### src/rtl/slot_pkg.sv
// Shared definitions for the slot-machine serial transmitter.
// Optional feature: SLOT_TX_PARITY_EN adds an even-parity bit after the data.
package slot_pkg;

  localparam int REEL_W       = 3;
  localparam int NUM_REELS    = 4;
  localparam int FRAME_DATA_W = REEL_W * NUM_REELS;
  localparam int BIT_CNT_W    = 4;

  // 3-bit FSM state encoding
  typedef logic [2:0] state_t;

  localparam state_t ST_IDLE   = 3'd0;
  localparam state_t ST_START  = 3'd1;
  localparam state_t ST_DATA   = 3'd2;
`ifdef SLOT_TX_PARITY_EN
  localparam state_t ST_PARITY = 3'd3;
`endif
  localparam state_t ST_STOP   = 3'd4;

`ifdef SLOT_TX_PARITY_EN
  // Even parity: the transmitted parity bit makes the total count of ones even.
  function automatic logic even_parity(input logic [FRAME_DATA_W-1:0] d);
    return ^d;
  endfunction
`endif

endpackage

### src/rtl/slot_bit_tick.sv
// Bit-period timer: counts 0..CLKS_PER_BIT-1 and pulses tick on the last count.
// clear holds the count at zero so the first bit of a frame gets a full period.
module slot_bit_tick #(
  parameter int CLKS_PER_BIT = 4
) (
  input  logic clk,
  input  logic reset,
  input  logic clear,
  output logic tick
);

  localparam int CNT_W = (CLKS_PER_BIT > 1) ? $clog2(CLKS_PER_BIT) : 1;
  localparam logic [CNT_W-1:0] LAST = CNT_W'(CLKS_PER_BIT - 1);

  logic [CNT_W-1:0] r_cnt;

  assign tick = (r_cnt == LAST);

  // Free-running period counter, wrapping at LAST
  always_ff @(posedge clk) begin
    if (reset || clear) r_cnt <= '0;
    else if (tick)      r_cnt <= '0;
    else                r_cnt <= r_cnt + 1'b1;
  end

endmodule

### src/rtl/slot_serial_tx.sv
// Serial transmitter for a 4-reel slot result: start bit, 12 data bits LSB
// first, optional even parity (SLOT_TX_PARITY_EN), stop bit. Line idles high.
module slot_serial_tx
  import slot_pkg::*;
#(
  parameter int CLKS_PER_BIT = 4
) (
  input  logic       clk,
  input  logic       reset,
  input  logic       tx_valid,
  input  logic [2:0] reel0,
  input  logic [2:0] reel1,
  input  logic [2:0] reel2,
  input  logic [2:0] reel3,
  output logic       tx_ready,
  output logic       data_out,
  output logic       busy,
  output logic       done
);

  localparam logic [BIT_CNT_W-1:0] LAST_BIT = BIT_CNT_W'(FRAME_DATA_W - 1);

  state_t                  r_state;
  logic [FRAME_DATA_W-1:0] r_shreg;
  logic [BIT_CNT_W-1:0]    r_bit_cnt;
  logic                    w_tick;
  logic                    w_idle;
  logic                    w_accept;
  logic [FRAME_DATA_W-1:0] w_frame;

  assign w_idle   = (r_state == ST_IDLE);
  assign w_accept = w_idle && tx_valid;
  assign w_frame  = {reel3, reel2, reel1, reel0};

  // Timer held clear while idle, so it starts at 0 in the first START cycle
  slot_bit_tick #(
    .CLKS_PER_BIT(CLKS_PER_BIT)
  ) u_tick (
    .clk  (clk),
    .reset(reset),
    .clear(w_idle),
    .tick (w_tick)
  );

`ifdef SLOT_TX_PARITY_EN
  logic r_parity;

  // Parity captured alongside the data so the shift register can drain freely
  always_ff @(posedge clk) begin
    if (reset)         r_parity <= 1'b0;
    else if (w_accept) r_parity <= even_parity(w_frame);
  end
`endif

  // Frame sequencer: shift register, bit counter and state
  always_ff @(posedge clk) begin
    if (reset) begin
      r_state   <= ST_IDLE;
      r_shreg   <= '0;
      r_bit_cnt <= '0;
    end else begin
      case (r_state)
        ST_IDLE: begin
          if (tx_valid) begin
            r_shreg   <= w_frame;
            r_bit_cnt <= '0;
            r_state   <= ST_START;
          end
        end
        ST_START: begin
          if (w_tick) r_state <= ST_DATA;
        end
        ST_DATA: begin
          if (w_tick) begin
            r_shreg <= r_shreg >> 1;
            if (r_bit_cnt == LAST_BIT) begin
              r_bit_cnt <= '0;
`ifdef SLOT_TX_PARITY_EN
              r_state   <= ST_PARITY;
`else
              r_state   <= ST_STOP;
`endif
            end else begin
              r_bit_cnt <= r_bit_cnt + 1'b1;
            end
          end
        end
`ifdef SLOT_TX_PARITY_EN
        ST_PARITY: begin
          if (w_tick) r_state <= ST_STOP;
        end
`endif
        ST_STOP: begin
          if (w_tick) r_state <= ST_IDLE;
        end
        default: r_state <= ST_IDLE;
      endcase
    end
  end

  // Line level decoded from state; data bits come from the shift register LSB
  always_comb begin
    data_out = 1'b1;
    case (r_state)
      ST_START:  data_out = 1'b0;
      ST_DATA:   data_out = r_shreg[0];
`ifdef SLOT_TX_PARITY_EN
      ST_PARITY: data_out = r_parity;
`endif
      default:   data_out = 1'b1;
    endcase
  end

  assign tx_ready = w_idle;
  assign busy     = !w_idle;
  assign done     = (r_state == ST_STOP) && w_tick;

endmodule

### config.mk
export PLATFORM = sky130hd
export DESIGN_NAME = slot_serial_tx
export DESIGN_NICKNAME = d
export VERILOG_FILES = /design/src/rtl/slot_pkg.sv /design/src/rtl/slot_bit_tick.sv /design/src/rtl/slot_serial_tx.sv
export SDC_FILE = /design/constraint.sdc
export NUM_CORES = 1
export LEC_CHECK = 0
export CELL_PAD_IN_SITES_DETAIL_PLACEMENT = 0
export CELL_PAD_IN_SITES_GLOBAL_PLACEMENT = 2
export CORE_MARGIN = 1
export CORE_UTILIZATION = 27
export DETAILED_ROUTE_END_ITERATION = 6
export PLACE_DENSITY = 0.73
export SETUP_SLACK_MARGIN = 0.3
export SLEW_MARGIN = 40
export SYNTH_ARGS = -nofsm -noshare
export SYNTH_HDL_FRONTEND = slang
export SYNTH_SLANG_ARGS = --single-unit
### constraint.sdc
create_clock -name clk -period 1.5 [get_ports clk]
set_clock_uncertainty 0.2 [all_clocks]
set_input_delay 0.45 -clock clk [delete_from_list [all_inputs] [get_ports clk]]
set_output_delay 0.45 -clock clk [all_outputs]
set_load 0.005 [all_outputs]
==> flow_summary.yaml, run 1 <==
timing:
  fmax_ghz: 0.583
  worst_pin_slew_ns: 0.303
  holdWs_ns: 0.282
  relSlewSlack_pct: 79.4
  period_minus_slack_ns: 1.71
  rsz0062_at_grt: "yes"
  drv_slew: 0
  hold_viol_final: 0
  min_period_over_period_pct: 114
  setup_viol: 22
  fin_ws_ns: -0.215
worst_setup_path:
  cpMaxStageDelayCell: "dfxtp_4"
  cp_data_required_time_ns: 0.85
  cpLargestDelayFamily: "flip-flops"
  worstSetupStartpointType: "flop"
  worstPathBufferInverterCount: 2
  cp.arrival_ns: 1.06
  cp-end-kind: "primary output"
  path_cells: "nor3_4 > buf_6 > buf_6"
  cpPeakStageDelay_ns: 0.37
  critical_path_peak_fanout: 4
  worst-setup-path-type: "flop to primary output"
  crit_top_cell: "buf_6"
placement:
  hpwl_mm: 1.92
  port_buffers: 18
  pre_cts_ws_ns: -0.469
  gp_congestion: 0.777
grt:
  antenna_found_initial: 0
  grt_pass1_vias: 990
  grt.total_usage_pct: 15.4
  grt_pass1_wl_mm: 5.15
  grt_remaining_overflow: 0
  grt_max_degree: 14
die:
  die_width_um: 66.0
  coreArea_um2: 3800
  dieArea_um2: 4360
  start_util_pct: 29.1
  die_h_um: 66.0
  num_rows: 22
  io_pins: 19
cts:
  clock_path_buffers: 2
  clk_pin_slew_ns: 0.08
  cts-root-buf: "clkbuf_8"
  cts_tree: "yes"
  h-tree-depth: 1
  holdBufCountCts: 0
  cts.sinks: 21
  clk_latency_ns: 0.26
  numCtsBuffers: 3
run_status:
  violations: "negative setup slack"
  status: "finished with violations"
min_path:
  hold_path.class: "flop to flop"
synth:
  synth_nets: 146
  avgSynthCellArea_um2: 8.57
  synthCells: 129
  ys_seq_area_share_pct: 38.0
  yosys_warnings: 0
  synth_area_um2: 1110
  synth_cell_type_count: 36
  ys_ff_latch: 21
drt:
  vias: 1104
  drt_wl_total_mm: 3.27
  drc: 0
  drtIter0Drc: 71
  viasPerCell: 5.09
  dr.pass1.iters: 4
  wl_per_cell_um: 15.0
  postRouteAntennaNets: 0
job:
  cap_violations: 0
power_and_ir_drop:
  leakage_nw: 0.647
  p_total_mw: 1.24
  ir_worst_vdd_mv: 0.292
  p_per_area_nw_per_um2: 709
layout:
  most-common-layout-cells: "nand2_1 (24), dfxtp_1 (16), buf_4 (14)"
  drive_above_1_share_pct: 42.6
  final_common_cell: "nand2_1"
  areaGrowthSynthToFinish_pct: 57.6
  finish.net_count: 187
  antennaDiodeCount: 0
-- area by class of cell --
cell class / instances / area (µm²)
Fill cell: 378 / 2060
Sequential cell: 21 / 434
Clock inverter: 1 / 5.00
Multi-Input combinational cell: 95 / 757
Timing Repair Buffer: 46 / 434
Tap cell: 48 / 60.1
Inverter: 3 / 11.3
Clock buffer: 3 / 41.3
-- what timing repair did --
item	in CTS	in global routing
setup endpoints to repair	25	25
gates cloned	2	0
gates resized for setup	30	27
pin swaps	4	9
hold endpoints to repair	0	0
buffers inserted	4	7
-- stage by stage --
step	util, %	instances	instance area (µm²)	TNS [ns]
detailed placement	39.2	200	1490	-8.16
floorplan	-	129	1240	-0.0286
finish	45.9	217	1740	-2.77
global route	45.9	217	1740	-4.01
global placement	39.2	200	1490	-7.55
CTS	42.2	210	1600	-3.00
-- cell usage after synthesis --
cell / n / area [µm²]
nand3b_1: 3 / 22.5
or2_2: 1 / 6.26
nor4b_2: 1 / 15.0
a311oi_2: 1 / 15.0
buf_6: 2 / 22.5
o21a_1: 1 / 7.51
o21ai_0: 3 / 15.0
o31ai_1: 1 / 7.51
a311oi_1: 10 / 87.6
nor3b_4: 1 / 18.8
nor3b_1: 2 / 15.0
nor2_2: 1 / 6.26
nand2_1: 24 / 90.1
or3b_1: 2 / 17.5
mux2_2: 1 / 11.3
a21o_1: 1 / 7.51
nor2b_1: 3 / 18.8
nor4b_1: 1 / 8.76
nor4_1: 2 / 12.5
clkbuf_1: 3 / 11.3
mux2i_2: 1 / 13.8
buf_2: 5 / 25.0
o21bai_1: 1 / 7.51
nand4_1: 4 / 25.0
buf_4: 2 / 15.0
nand3_1: 1 / 5.00
o211ai_1: 3 / 22.5
a32o_1: 1 / 10.0
or3_1: 1 / 6.26
nor3_1: 2 / 10.0
nor2_1: 2 / 7.51
inv_1: 3 / 11.3
mux2i_1: 1 / 10.0
a21oi_1: 15 / 75.1
ha_1: 2 / 25.0
dfxtp_1: 21 / 420
-- power by group --
| group | leakage, nW | switching (mW) | internal [mW] |
|---|---|---|---|
| sequential | 0.175 | 0.0240 | 0.586 |
| clock | 0.0255 | 0.195 | 0.185 |
| combinational | 0.447 | 0.115 | 0.131 |
-- cells by family after synthesis --
group / synth area share [%]
simple gates: 25.8
compound gates: 23.1
flops: 38.0
buf+inv: 7.69
mux: 3.17
fa+ha+maj: 2.26
-- flip-flops by register name, indices dropped and copies added, names as in the netlist --
name          flops
r_state           3
r_bit_cnt         4
u_tick.r_cnt      2
r_shreg          12
-- layer usage --
| metal | global-route usage (%) | part of all wire [%] |
|---|---|---|
| met5 | 0 | 0 |
| met4 | 3.19 | 0.89 |
| met3 | 2.07 | 2.6 |
| met2 | 24.7 | 49 |
| met1 | 21.7 | 47 |
-- tightest hold or removal path: stages (launching register included) --
cell and delay (ns):
dfxtp_1 0.32, nand2_1 0.05, a311oi_1 0.07
-- path summary, 6_finish.rpt --
path,slack [ns],end,startpoint,cells past startpoint
min,0.28,r_shreg[7]$_SDFFE_PP0P_,r_shreg[8]$_SDFFE_PP0P_,2
max,-0.21,tx_ready,r_state[1]$_SDFFE_PP0P_,3
min reg2reg,0.28,r_shreg[7]$_SDFFE_PP0P_,r_shreg[8]$_SDFFE_PP0P_,2
max reg2reg,-0.16,r_shreg[5]$_SDFFE_PP0P_,u_tick.r_cnt[0]$_SDFF_PP0_,6
Power figures use the tool's default switching activity.
==> run 2: changes to the inputs <==
Settings changed: CORE_UTILIZATION 27 to 30, PLACE_DENSITY 0.73 to 0.87.
Clock period 1.5 ns to 1.9 ns, I/O delays scaled along.
==> run 2 against run 1 <==
  * The run now ends clean
  * Via count grew 3.8%
  * First-iteration DRC count shrank 34%
  * Sequential share of layout area shrank 1.6 points
==> flow_summary.yaml, run 2 (synthesis results as in run 1) <==
run_status:
  status: "finished, final reports clean"
drt:
  drtIter0Drc: 47
  drt_wl_total_mm: 3.44
  drc: 0
  viasPerCell: 5.26
  vias: 1146
  dr.pass1.iters: 5
  wl_per_cell_um: 15.8
  postRouteAntennaNets: 0
worst_setup_path:
  r2r_start: "r_state[0]$_SDFFE_PP0P_"
  critical_path_peak_fanout: 7
  cp.arrival_ns: 1.83
  cp-end-kind: "flop"
  r2r_slack_ns: 0.05
  rr_worst_depth: 9
  worstSetupStartpointType: "flop"
  r2r-end: "r_shreg[7]$_SDFFE_PP0P_"
  cp_data_required_time_ns: 1.88
  worst-setup-path-type: "flop to flop"
cts:
  cts_tree: "yes"
  clk_latency_ns: 0.26
  clock_path_buffers: 2
  cts-root-buf: "clkbuf_8"
  clk_pin_slew_ns: 0.09
  h-tree-depth: 1
  cts.sinks: 21
  numCtsBuffers: 3
layout:
  reg_top3: "r_shreg (12), r_bit_cnt (4), r_state (3)"
  largest_reg_flops: 12
  regMostFlops: "r_shreg"
  fin_area_um2: 1840
  fin_util_pct: 53.5
  most-common-layout-cells: "buf_4 (17), dfxtp_1 (17), nand2_1 (15)"
  fillers: 316
  finish.net_count: 190
  drive_above_1_share_pct: 44.8
  antennaDiodeCount: 0
  areaGrowthSynthToFinish_pct: 66.6
grt:
  grt_max_degree: 16
  grt_pass1_wl_mm: 5.45
  antenna_found_initial: 0
  grt_remaining_overflow: 0
  grt_pass1_vias: 1146
  grt.total_usage_pct: 17.4
power_and_ir_drop:
  ir_worst_vdd_mv: 0.329
  p_per_area_nw_per_um2: 537
  leakage_nw: 0.759
  p_total_mw: 0.990
die:
  io_pins: 19
  die_width_um: 62.7
  coreArea_um2: 3440
  num_rows: 21
  start_util_pct: 32.1
  die_h_um: 62.7
  dieArea_um2: 3930
timing:
  hold_viol_final: 0
  fmax_ghz: 0.540
  setup_viol: 0
  drv_slew: 0
  worst_pin_slew_ns: 0.272
  holdWs_ns: 0.244
  rsz0062_at_grt: "yes"
  finalSetupTns_ns: 0
  period_minus_slack_ns: 1.85
  relSlewSlack_pct: 81.9
  min_period_over_period_pct: 97.4
job:
  cap_violations: 0
min_path:
  hold_depth: 1
  hold_end: "u_tick.r_cnt[0]$_SDFF_PP0_"
  worstHoldStart: "u_tick.r_cnt[0]$_SDFF_PP0_"
  hold_path.class: "flop to flop"
placement:
  hpwl_mm: 1.93
  dpl_cell_area_um2: 1420
  gp_congestion: 0.809
  port_buffers: 18
[run 2: cell count changes in the layout (fill, tap and decap cells not counted), sizes merged]
cell / before / now
buf: 32 / 35
clkbuf: 3 / 4
clkdlybuf4s50: 12 / 13
dlygate4sd2: 2 / 1
nor2: 4 / 3
[run 2: how the worst max path moves through the flow]
stage | cells after the start | to | start
floorplan | 3 | data_out | r_state[1]$_SDFFE_PP0P_
global placement | 4 | r_bit_cnt[2]$_SDFFE_PP0P_ | tx_valid
detailed placement | 4 | r_bit_cnt[0]$_SDFFE_PP0P_ | tx_valid
CTS | 4 | done | u_tick.r_cnt[0]$_SDFF_PP0_
global route | 8 | r_bit_cnt[0]$_SDFFE_PP0P_ | r_state[0]$_SDFFE_PP0P_
finish | 9 | r_shreg[7]$_SDFFE_PP0P_ | r_state[0]$_SDFFE_PP0P_
[run 2: cell type report]
| type | count | area (µm²) | area share, % |
|---|---|---|---|
| Clock buffer | 3 | 41.3 | 2.24 |
| Clock inverter | 1 | 5.00 | 0.272 |
| Inverter | 3 | 11.3 | 0.611 |
| Multi-Input combinational cell | 94 | 792 | 43.0 |
| Sequential cell | 21 | 430 | 23.4 |
| Tap cell | 46 | 57.6 | 3.12 |
| Timing Repair Buffer | 50 | 505 | 27.4 |
[run 2: worst max-delay path, cell delays in order (launching register included)]
cell,delay (ns)
dfxtp_4,0.37
buf_6,0.12
buf_8,0.12
buf_12,0.12
nor3b_4,0.22
buf_6,0.13
buf_12,0.11
buf_12,0.10
nand2_2,0.03
a311oi_1,0.23
[run 2: where the power goes]
part / leakage (nW) / switching, mW / internal (mW) / total (mW)
Clock: 0.0255 / 0.154 / 0.146 / 0.300
Sequential: 0.175 / 0.0226 / 0.463 / 0.486
Combinational: 0.559 / 0.0912 / 0.113 / 0.205
[run 2: stage by stage]
stage	instances	setup WS, ns
after detailed placement	197	-0.187
after floorplan	129	0.300
final	218	0.0485
after global placement	197	-0.103
after CTS	215	0.0752
after global routing	218	-0.0125
[run 2: timing repair]
| action | CTS | global route |
|---|---|---|
| setup endpoints to repair | 22 | 23 |
| hold buffers | 0 | 0 |
| buffers inserted | 12 | 3 |
| gates cloned | 2 | 0 |
| pin swaps | 33 | 5 |
| gates resized for setup | 55 | 17 |
[run 2: per-layer routing]
metal | global-route usage [%] | vias up | part of all wire (%)
li1 | - | 564 | -
met1 | 22.2 | 553 | 45
met2 | 29.9 | 25 | 50
met3 | 4.38 | 4 | 3.7
met4 | 2.33 | 0 | 0.64
met5 | 0 | - | 0
==> run 3: changes to the inputs <==
==> constraint.sdc (replaced) <==
create_clock -name clk -period 1.9 [get_ports clk]
set_clock_uncertainty 0.2 [all_clocks]
set_input_delay 0.57 -clock clk [delete_from_list [all_inputs] [get_ports clk]]
set_output_delay 0.57 -clock clk [all_outputs]
set_load 0.02 [all_outputs]
==> run 3 against run 2 <==
  * Power rose by 2.1%
  * Via count fell by 3.1%
  * Routed wire length fell by 9.7%
  * Highest routed layer unchanged
  * Utilization fell by 0.58 points
  * Cell count fell by 2.3%
  * Sequential share of layout area rose by 0.33 points
  * Register-to-register slack improved by 0.09 ns
  * Fmax rose by 0.32%
  * Non-clock buffer count fell by 4
  * First-iteration DRC count rose by 21%
==> flow_summary.yaml, run 3 (synthesis results as in run 1) <==
timing:
  period_minus_slack_ns: 1.85
  worst_pin_slew_ns: 0.266
  rsz0062_at_grt: "yes"
  drv_slew: 0
  hold_viol_final: 0
  min_period_over_period_pct: 97.1
  relSlewSlack_pct: 82.1
  fmax_ghz: 0.542
  setup_viol: 0
layout:
  most-common-layout-cells: "buf_4 (18), dfxtp_1 (16), clkdlybuf4s50_1 (13)"
  fin_area_um2: 1820
  finish.net_count: 185
  areaGrowthSynthToFinish_pct: 64.8
  drive_above_1_share_pct: 49.1
  regMostFlops: "r_shreg"
  reg_top3: "r_shreg (12), r_bit_cnt (4), r_state (3)"
  largest_reg_flops: 12
  antennaDiodeCount: 0
  final_cells: 213
  final_common_cell: "buf_4"
power_and_ir_drop:
  p_int_mw: 0.737
  p_switching_mw: 0.274
  p_total_mw: 1.01
  p_per_area_nw_per_um2: 554
  swShare_pct: 27.1
  power_frac_clock_pct: 29.8
  combinationalPowerShare_pct: 22.6
  p_seq_share_pct: 47.7
  ir_worst_vdd_mv: 0.244
  leakage_nw: 0.664
die:
  die_h_um: 62.7
  start_util_pct: 32.1
  dieArea_um2: 3930
  io_pins: 19
  num_rows: 21
  coreArea_um2: 3440
  die_width_um: 62.7
placement:
  dpl_cell_area_um2: 1480
  hpwl_mm: 1.95
  gp_congestion: 0.805
  port_buffers: 18
  dpl.cell_count: 200
worst_setup_path:
  worst-setup-path-type: "flop to primary output"
  cp-end-kind: "primary output"
  cp.arrival_ns: 1.08
  worstSetupStartpointType: "flop"
  critical_path_peak_fanout: 5
  cp_data_required_time_ns: 1.13
cts:
  cts-root-buf: "clkbuf_8"
  cts_tree: "yes"
  holdBufCountCts: 0
  clk_pin_slew_ns: 0.08
  cts.sinks: 21
  clk_latency_ns: 0.26
  h-tree-depth: 1
  clock_path_buffers: 2
  numCtsBuffers: 3
grt:
  antenna_found_initial: 0
  grt_max_degree: 17
  grt_pass1_wl_mm: 4.85
  grt.total_usage_pct: 15.3
  grt_remaining_overflow: 0
  grt_pass1_vias: 1093
drt:
  viasPerCell: 5.22
  postRouteAntennaNets: 0
  drc: 0
  drt_wl_total_mm: 3.11
  drtIter0Drc: 57
  dr.pass1.iters: 4
  wl_per_cell_um: 14.6
  vias: 1111
min_path:
  hold_path.class: "flop to flop"
job:
  cap_violations: 0
run_status:
  status: "finished, final reports clean"
run 3: critical path, cell delays in order, from the launching register on:
cell and delay (ns):
dfxtp_4 0.40, nor3b_4 0.20, o21bai_2 0.08, buf_6 0.13
run 3: final cells by class:
class / count / area [µm²]
timing repair buffer: 46 / 453
fill: 322 / 1620
inverter: 3 / 11.3
clock inverter: 1 / 5.00
sequential: 21 / 432
clock buffer: 3 / 41.3
multi-input combinational: 93 / 823
tap: 46 / 57.6
run 3: final timing paths:
check / start / endpoint / slack [ns] / cells after the start
worst max register to register: u_tick.r_cnt[0]$_SDFF_PP0_ / r_shreg[3]$_SDFFE_PP0P_ / 0.14 / 7
worst min-delay path: u_tick.r_cnt[0]$_SDFF_PP0_ / u_tick.r_cnt[0]$_SDFF_PP0_ / 0.24 / 1
worst min register to register: u_tick.r_cnt[0]$_SDFF_PP0_ / u_tick.r_cnt[0]$_SDFF_PP0_ / 0.24 / 1
worst max-delay path: r_state[1]$_SDFFE_PP0P_ / data_out / 0.05 / 3
run 3: metal layers:
metal	routed length (µm)	part of all wire [%]	global-route usage, %	vias to the layer above
li1	-	-	-	552
met1	1430	46	19.2	534
met2	1580	51	27.3	21
met4	25	0.81	4.36	0
met5	0	0	0	-
met3	65	2.1	1.82	4
run 3: power by group through the flow:
stage / combinational [mW] / sequential (mW) / clock [mW]
floorplan: 0.0915 / 0.486 / 0
global placement: 0.164 / 0.490 / 0
detailed placement: 0.167 / 0.490 / 0
CTS: 0.199 / 0.480 / 0.308
global route: 0.245 / 0.485 / 0.321
finish: 0.228 / 0.482 / 0.301
run 3: through the flow:
| stage | worst slack, ns | hold slack, ns | setup TNS [ns] | utilization (%) |
|---|---|---|---|---|
| finish | 0.0544 | 0.236 | 0 | 53.0 |
| global route | 0.0149 | 0.255 | 0 | 53.0 |
| CTS | 0.0378 | 0.249 | 0 | 48.5 |
| detailed placement | -0.497 | 0.230 | -6.76 | 43.1 |
| global placement | -0.454 | 0.216 | -6.19 | 43.1 |
| floorplan | 0.237 | 0.216 | 0 | - |
run 3: what timing repair did:
action / CTS / global route
resized for setup: 55 / 25
cloned: 0 / 1
buffers inserted: 4 / 4
setup endpoints to repair: 22 / 22
pin swaps: 32 / 14
